### config.mk
export PLATFORM = sky130hd
export DESIGN_NAME = branch_resolve_unit
export DESIGN_NICKNAME = d
export VERILOG_FILES = /design/src/rtl/branch_pkg.sv /design/src/rtl/branch_pht.sv /design/src/rtl/branch_resolve_unit.sv
export SDC_FILE = /design/constraint.sdc
export NUM_CORES = 1
export LEC_CHECK = 0
export ABC_AREA = 0
export CAP_MARGIN = 10
export CORE_ASPECT_RATIO = 1.4
export CORE_MARGIN = 2
export CORE_UTILIZATION = 36
export DETAILED_ROUTE_END_ITERATION = 7
export GPL_ROUTABILITY_DRIVEN = 0
export HOLD_SLACK_MARGIN = 0.08
export PLACE_DENSITY = 0.82
export SKIP_LAST_GASP = 1
export SYNTH_ARGS = -nofsm -noshare
export SYNTH_HDL_FRONTEND = slang
export SYNTH_SLANG_ARGS = --single-unit
### constraint.sdc
create_clock -name clk -period 3.4 [get_ports clk]
set_input_delay 0.68 -clock clk [delete_from_list [all_inputs] [get_ports clk]]
set_output_delay 0.68 -clock clk [all_outputs]
set_load 0.01 [all_outputs]
### src/rtl/branch_pkg.sv
// Shared decode constants for the D-stage branch unit: branch class codes,
// MIPS opcodes and REGIMM rt selectors.
package branch_pkg;

  typedef enum logic [2:0] {
    CMP_BEQ  = 3'b000,
    CMP_BGTZ = 3'b001,
    CMP_BLEZ = 3'b010,
    CMP_BNE  = 3'b011,
    CMP_BGEZ = 3'b100,
    CMP_BLTZ = 3'b101,
    CMP_NONE = 3'b111
  } cmp_op_e;

  localparam logic [5:0] OP_REGIMM = 6'b000001;
  localparam logic [5:0] OP_BEQ    = 6'b000100;
  localparam logic [5:0] OP_BNE    = 6'b000101;
  localparam logic [5:0] OP_BLEZ   = 6'b000110;
  localparam logic [5:0] OP_BGTZ   = 6'b000111;

  localparam logic [4:0] RT_BLTZ   = 5'b00000;
  localparam logic [4:0] RT_BGEZ   = 5'b00001;
  localparam logic [4:0] RT_BLTZAL = 5'b10000;
  localparam logic [4:0] RT_BGEZAL = 5'b10001;

endpackage

### src/rtl/branch_pht.sv
// Pattern history table of saturating counters: combinational F-stage lookup,
// clocked D-stage training with read-before-write on a shared index.
module branch_pht #(
  parameter  int PHT_DEPTH = 16,
  parameter  int CNT_W     = 2,
  parameter  int CNT_RST   = 1,
  localparam int IDX_W     = $clog2(PHT_DEPTH)
) (
  input  logic             clk,
  input  logic             reset,
  input  logic [IDX_W-1:0] rd_idx,
  output logic             rd_taken,
  input  logic             upd_en,
  input  logic [IDX_W-1:0] upd_idx,
  input  logic             upd_taken
);

  localparam logic [CNT_W-1:0] CNT_MAX  = '1;
  localparam logic [CNT_W-1:0] CNT_INIT = CNT_W'(CNT_RST);

  logic [CNT_W-1:0] cnt_q [PHT_DEPTH];

  // NOTE: the table is a handful of flops, not a RAM macro, so every entry is
  // reset in place; predictions after reset must be deterministic.
  always_ff @(posedge clk) begin
    if (reset) begin
      for (int i = 0; i < PHT_DEPTH; i++) cnt_q[i] <= CNT_INIT;
    end else if (upd_en) begin
      // NOTE: non-blocking update keeps the lookup below on the old value
      // this cycle, which is exactly the read-before-write behaviour wanted.
      if (upd_taken && cnt_q[upd_idx] != CNT_MAX)
        cnt_q[upd_idx] <= cnt_q[upd_idx] + CNT_W'(1);
      else if (!upd_taken && cnt_q[upd_idx] != '0)
        cnt_q[upd_idx] <= cnt_q[upd_idx] - CNT_W'(1);
    end
  end

  assign rd_taken = cnt_q[rd_idx][CNT_W-1];

endmodule

### src/rtl/branch_resolve_unit.sv
// D-stage branch decode/compare, PHT prediction and training, misprediction flag.
// Define BRANCH_RESOLVE_STATS_EN to build the resolved/mispredicted branch counters.
module branch_resolve_unit
  import branch_pkg::*;
#(
  parameter int DATA_W    = 32,
  parameter int PHT_DEPTH = 16,
  parameter int CNT_W     = 2,
  parameter int CNT_RST   = 1,
  parameter int STAT_W    = 32
) (
  input  logic              clk,
  input  logic              reset,
  input  logic [31:0]       pc_f,
  output logic              pred_taken_f,
  input  logic              en_d,
  input  logic [31:0]       instr_d,
  input  logic [31:0]       pc_d,
  input  logic              pred_d,
  input  logic [DATA_W-1:0] rs_val,
  input  logic [DATA_W-1:0] rt_val,
  input  logic              opnd_rdy,
  output logic [2:0]        cmp_op,
  output logic              is_branch,
  output logic              is_link,
  output logic              taken_d,
  output logic              mispredict_d,
  output logic [STAT_W-1:0] br_count,
  output logic [STAT_W-1:0] mp_count
);

  localparam int IDX_W = $clog2(PHT_DEPTH);

  logic [5:0] opcode;
  logic [4:0] rt_sel;
  cmp_op_e    op;
  logic       link;
  logic       cond;
  logic       resolve;

  assign opcode = instr_d[31:26];
  assign rt_sel = instr_d[20:16];

  // NOTE: defaults first so every path assigns op/link and no latch is inferred.
  always_comb begin
    op   = CMP_NONE;
    link = 1'b0;
    unique case (opcode)
      OP_BEQ:  op = CMP_BEQ;
      OP_BNE:  op = CMP_BNE;
      OP_BLEZ: op = CMP_BLEZ;
      OP_BGTZ: op = CMP_BGTZ;
      OP_REGIMM: begin
        unique case (rt_sel)
          RT_BLTZ:   op = CMP_BLTZ;
          RT_BGEZ:   op = CMP_BGEZ;
          RT_BLTZAL: begin op = CMP_BLTZ; link = 1'b1; end
          RT_BGEZAL: begin op = CMP_BGEZ; link = 1'b1; end
          default:   op = CMP_NONE;
        endcase
      end
      default: op = CMP_NONE;
    endcase
  end

  always_comb begin
    cond = 1'b0;
    unique case (op)
      CMP_BEQ:  cond = (rs_val == rt_val);
      CMP_BNE:  cond = (rs_val != rt_val);
      CMP_BGTZ: cond = ($signed(rs_val) >  0);
      CMP_BLEZ: cond = ($signed(rs_val) <= 0);
      CMP_BGEZ: cond = ($signed(rs_val) >= 0);
      CMP_BLTZ: cond = ($signed(rs_val) <  0);
      default:  cond = 1'b0;
    endcase
  end

  assign cmp_op       = op;
  assign is_branch    = (op != CMP_NONE);
  assign is_link      = link;
  assign resolve      = is_branch & en_d & opnd_rdy;
  assign taken_d      = resolve & cond;
  assign mispredict_d = resolve & (cond != pred_d);

  branch_pht #(
    .PHT_DEPTH (PHT_DEPTH),
    .CNT_W     (CNT_W),
    .CNT_RST   (CNT_RST)
  ) u_pht (
    .clk       (clk),
    .reset     (reset),
    .rd_idx    (pc_f[IDX_W+1:2]),
    .rd_taken  (pred_taken_f),
    .upd_en    (resolve),
    .upd_idx   (pc_d[IDX_W+1:2]),
    .upd_taken (cond)
  );

`ifdef BRANCH_RESOLVE_STATS_EN
  logic [STAT_W-1:0] br_q;
  logic [STAT_W-1:0] mp_q;

  always_ff @(posedge clk) begin
    if (reset) begin
      br_q <= '0;
      mp_q <= '0;
    end else if (resolve) begin
      if (br_q != '1) br_q <= br_q + STAT_W'(1);
      if (mispredict_d && mp_q != '1) mp_q <= mp_q + STAT_W'(1);
    end
  end

  assign br_count = br_q;
  assign mp_count = mp_q;
`else
  assign br_count = '0;
  assign mp_count = '0;
`endif

  // Instruction and PC bits outside the decode fields and PHT index.
  logic unused_bits;
  assign unused_bits = ^{instr_d[25:21], instr_d[15:0],
                         pc_f[31:IDX_W+2], pc_f[1:0],
                         pc_d[31:IDX_W+2], pc_d[1:0]};

endmodule

Yosys cells after proc, flatten, opt, wreduce, memory -nomap -nowiden
Memories as Yosys holds them, arrays and structs flattened. Cells that the tools add are included.

Eq/ne operators: 18. $add $sub $neg: 2. Reductions and logical operators: 10. Bitwise operators: 5. Order comparisons: 4. Muxes and demuxes: 20.

Operator list (count): $eq 32x32->1 (1); $ge 32x1->1 const B (1); $gt 32x1->1 const B (1); $le 32x1->1 const B (1); $lt 32x1->1 const B (1); $ne 32x32->1 (1); $eq 6x3->1 const B (4); $pmux 3 s5 (1); $mux 1 (14); $eq 5x5->1 const B (2); $reduce_or 2->1 (4); $eq 3x2->1 const B (2); $eq 3x3->1 const B (2); $eq 6x1->1 const B (1); $pmux 1 s6 (1); $eq 5x1->1 const B (1); $logic_not 5->1 (1); $and 1x1->1 (4); $mux 2 (2); $mux 4 (1); $pmux 2 s2 (1); $eq 3x1->1 const B (1); $logic_not 3->1 (1); $ne 3x3->1 const B (1); 8 further kinds (9).

Flip-flop bits (word level): 0. RAM bits: 32. Memories kept: 1. Output and inout bits: 72. Bits of input ports: 165.

Memory list: u_pht.cnt_q (depth 16, bits a word 2, read ports 2, clocked after Yosys merged registers in 0, write ports 16, line branch_pht.sv:21) `logic [CNT_W-1:0] cnt_q [PHT_DEPTH];`.

Longest topological paths before layout
Word-level depth: 16. Gate-level depth with buffers: 9. Mapped depth without buffers: 7.

Modules after synthesis
A second synthesis with hierarchy kept.

Cells, all modules: 317. Area total of the unflattened synthesis: 3174.3 µm².

By module, submodules not included: branch_pht (cells each 158, times used 1, seq. area each 960.9 µm², area an instance 1996.9 µm²); branch_resolve_unit (cells each 159, times used 1, seq. area each 0.0 µm², area an instance 1177.4 µm²).

Worst setup path before layout
OpenSTA, ideal clock, no wires.

Path kind: input to output. From: input instr_d[27]. To: output taken_d. Required time: 2.720 ns. Slack: 0.194 ns. Cell stages on the path: 8. Arrival time: 2.526 ns. Path through: nor3b_1 > nand3_1 > mux2i_1 > nand2_1 > o31ai_1 > nor2_1 > clkbuf_1 > nor2_1.

Longest elaborated chain between the ends: 6. Elaborated cells on any way between the ends: 17. Classes of those cells: eq/ne: 11; mux: 2; bitwise: 3; reduce/logical: 1.

RTL lines: from (decl) (line branch_resolve_unit.sv:17) `input logic [31:0] instr_d,`; $eq 6x1->1 / $eq 6x3->1 (equally long branches) (line branch_resolve_unit.sv:48) `unique case (opcode)`; $pmux 3 s5 * (line branch_resolve_unit.sv:48); net cmp_op[0] (line branch_resolve_unit.sv:23) `output logic [2:0] cmp_op,`; $ne 3x3->1 (line branch_resolve_unit.sv:80) `assign is_branch = (op != CMP_NONE);`; $and 1x1->1 (2 in series) (line branch_resolve_unit.sv:82) `assign resolve = is_branch & en_d & opnd_rdy;`; $and 1x1->1 * (line branch_resolve_unit.sv:83) `assign taken_d = resolve & cond;`; to (decl) (line branch_resolve_unit.sv:26) `output logic taken_d,`.

The timed path passes the listed nets; every way through them passes the cells marked *.

Final worst setup path
From: input rs_val[28]. To: output mispredict_d.

Longest elaborated chain between the ends: 4. Elaborated cells on any way between the ends: 9. Classes of those cells: order compare: 4; eq/ne: 3; mux: 1; bitwise: 1.

RTL lines: from (decl) (line branch_resolve_unit.sv:20) `input logic [DATA_W-1:0] rs_val,`; $lt 32x1->1, or another cell as far along (line branch_resolve_unit.sv:74) `CMP_BLTZ: cond = ($signed(rs_val) < 0);`; $pmux 1 s6 * (line branch_resolve_unit.sv:68) `unique case (op)`; $ne 1x1->1 * (line branch_resolve_unit.sv:84) `assign mispredict_d = resolve & (cond != pred_d);`; $and 1x1->1 * (line branch_resolve_unit.sv:84); to (decl) (line branch_resolve_unit.sv:27) `output logic mispredict_d,`.

Mark *: on every way between the ends. The rest lies on a longest branch, timed or not.

==> summary.md <==
| Metric | Value |
|---|---|
| Clock slew at reported path FFs | 0.05 ns |
| Die footprint | 0.0102 mm2 |
| Max Cap Viol | 0 |
| Die Span X | 86.0 um |
| Biggest register | u_pht.cnt_q |
| Sw power | 0.000346 W |
| Slew margin rel. | roughly three fifths |
| Final net count | 689 |
| FP Rows | 41 |
| Setup Crit Path Kind | in2out |
| DP HPWL | 9540 um |
| Largest regs | u_pht.cnt_q x32 |
| Worst Max-Slew Pin Slew | 0.570 ns |
| Fin. max-slew vios | 0 |
| Main combinational cell family by area after synthesis | simple AND/OR/NAND/NOR gates |
| Core footprint | slightly above 0.009 mm2 |
| WL per Instance | 19.5 um |
| Simple-Gate Fraction of Synth Area | 26.9% |
| Total clock buffers created by CTS | 5 |
| Post-Syn Area | 0.00339 mm2 |
| Starting Density | 37.4% |
| Skew final | 0.00511 ns |
| # setup viols final | 0 |
| Crit. End Element | output pin |
| Vias | approximately 3700 |
| Ys async rst share | 0% |
| Max Clock Freq | 295 MHz |
| Post-route ant nets | 0 |
| Cells after synthesis | ~370 |
| Seq cells post-synth | 32 |
| IO Port Bufs | 95 |
| Yosys warning count | 0 |
| Longest Clk Path Bufs | 2 |
| Placed Area | 0.00465 mm2 |
| CTS root buffer | clkbuf_16 |
| Leak | 1.94 nW |
| DRT Wirelength | 12400 um |
| Layout cell share with drive strength beyond 1 | 23.4% |
| Number of synthesized flops with an enable pin | 32 |
| Via/cell ratio | 5.78 |
| Num ports | 237 |
| Seq/Total Area, Yosys | approximately 28% |
| Synth Area in Compound Gates | 7.89% |
| TritonRoute pass-1 iters | 5 |
| Status | finished clean |
| Most frequent cells in the layout | buf_4 (70), clkdlybuf4s50_1 (69), conb_1 (64) |
| Hold Slack | between 0.7 and 0.8 ns |
| Clock Latency Late Sink | 0.27 ns |
| Final min period | about 3.4 ns |
| Hold Path Class | reg2reg |
| DR iter-0 viols | 456 |
| Syn_area_per_cell | 9.14 um2 |
| Critical Path RT | 2.72 ns |
| Power Dens Cells | 250 mW/mm2 |
| Tcrit/Tclk final | 99.7% |
| FILL cells | 750 |
| Setup TNS | 0 ns |
| Vias in the first global route | 3631 |
| Seq pwr share | about a third |
| Synthesis-to-layout area growth | 48.9% |
| Synth Area in Adders | 0% |
| Final Hold Fails | 0 |
| Maximum VDD drop | 0.175 mV |
| CTS tree | done |
| Clock network power share | 33.1% |
| XOR/XNOR Fraction of Synth Area | 8.78% |
| Initial antenna violation count | 3 |
| Pint | 0.000920 W |
| DRC violations left | 0 |
| Critical path peak fanout | 3 |
| Critical path arrival | between 2 and 3 ns |
| Die Ht | 119 um |
| Synth Flop Type | edfxtp_1 |
| Max reg flops | 32 |
| Num Clock Sinks | 32 |
| Yosys cell types | 43 |
| Largest net degree at the start of global routing | 34 |
| First-pass GRT wire length | around 18000 um |
| Remaining Overflow, GRT | 0 |
| CTS H-Tree Depth | 2 |
| Most common cell after layout, fill and taps aside | buf_4 |
| Sw Share | between 20% and 30% |
| Cell area after layout | between 0.005 and 0.006 mm2 |
| Worst reg2reg setup slack | 0.58 ns |
| Crit path launch type | input pin |
| Setup repair after global routing missed its margin | true |
| Hold Buf Count CTS | 0 |
| GRT Util Overall | between 20% and 30% |
| Mux cell area share after synthesis | between 10% and 20% |
| Pwr Total | 0.00127 W |
| Logic pwr share | about a third |
==> cells by family after synthesis <==
kind of cell	after synthesis
other cells	1
simple gates	161
mux	16
buf+inv	92
xor+xnor	34
compound gates	35
flops	32
==> stage by stage <==
step           util [%]  instances  setup WS (ns)
3_3_place_gp       51.2        613         -0.569
6_report           55.6        634         0.0103
4_1_cts            54.6        631        -0.0869
2_1_floorplan         -        434          0.194
5_1_grt            55.6        632        -0.0927
3_5_place_dp       51.2        613         -0.637
==> final timing paths <==
check,startpoint,to,cells after the start
setup reg to reg,u_pht.cnt_q[3][0]$_SDFFCE_PN1P_,u_pht.cnt_q[12][0]$_SDFFCE_PN1P_,6
setup / recovery,rs_val[28],mispredict_d,11
hold reg to reg,u_pht.cnt_q[3][0]$_SDFFCE_PN1P_,u_pht.cnt_q[3][0]$_SDFFCE_PN1P_,2
hold / removal,u_pht.cnt_q[3][0]$_SDFFCE_PN1P_,u_pht.cnt_q[3][0]$_SDFFCE_PN1P_,2
==> Yosys cell counts (10+ instances only) <==
| cell type | n | area (um2) |
|---|---|---|
| clkbuf_1 | 18 | 67.6 |
| edfxtp_1 | 32 | 961 |
| or3_1 | 12 | 75.1 |
| nand4_1 | 25 | 156 |
| nand2_1 | 18 | 67.6 |
| nor2_1 | 11 | 41.3 |
| and3_1 | 10 | 62.6 |
| nor3_1 | 16 | 80.1 |
| o211ai_1 | 16 | 120 |
| mux4_2 | 15 | 338 |
| nor4_1 | 26 | 163 |
| xnor2_1 | 33 | 289 |
| nand3_1 | 24 | 120 |
| buf_4 | 64 | 480 |
==> worst max-delay path, cell delays in order <==
cell             delay [ns]
clkdlybuf4s50_1        0.42
buf_4                  0.14
xnor2_1                0.15
nand4_1                0.14
nor4_2                 0.23
nand2_1                0.14
a31o_2                 0.28
buf_4                  0.14
nor3_1                 0.17
nor3b_2                0.07
buf_2                  0.16
==> metal layers <==
layer  wire (um)  GRT usage [%]  share of wire [%]
met1        3920           25.9                 32
met2        6170           42.3                 50
met3        1650           5.47                 13
met4         609           10.1                4.9
met5          26              0               0.21
==> power groups by stage <==
stage | Sequential [W] | Combinational (W) | Clock, W
floorplan | 0.000449 | 0.000220 | 0
global placement | 0.000451 | 0.000361 | 0
detailed placement | 0.000452 | 0.000366 | 0
CTS | 0.000444 | 0.000392 | 0.000417
global route | 0.000445 | 0.000425 | 0.000436
finish | 0.000445 | 0.000402 | 0.000418
==> repair_timing <==
action,CTS,global route
setup buffers,8,1
pin swaps,10,18
cloned,2,0
gates resized for setup,32,26
endpoints found under the setup margin,12,17
==> area by class of cell <==
type / instances / area, um2 / area share, %
multi-input cells: 311 / 2210 / 43.8
diodes: 2 / 5.00 / 0.0991
flip-flops and latches: 32 / 961 / 19.0
well taps: 107 / 134 / 2.65
clock inverters: 1 / 3.75 / 0.0743
repair buffers: 169 / 1590 / 31.4
clock buffers: 7 / 133 / 2.63
inverters: 5 / 18.8 / 0.371
Power figures use the tool's default switching activity.
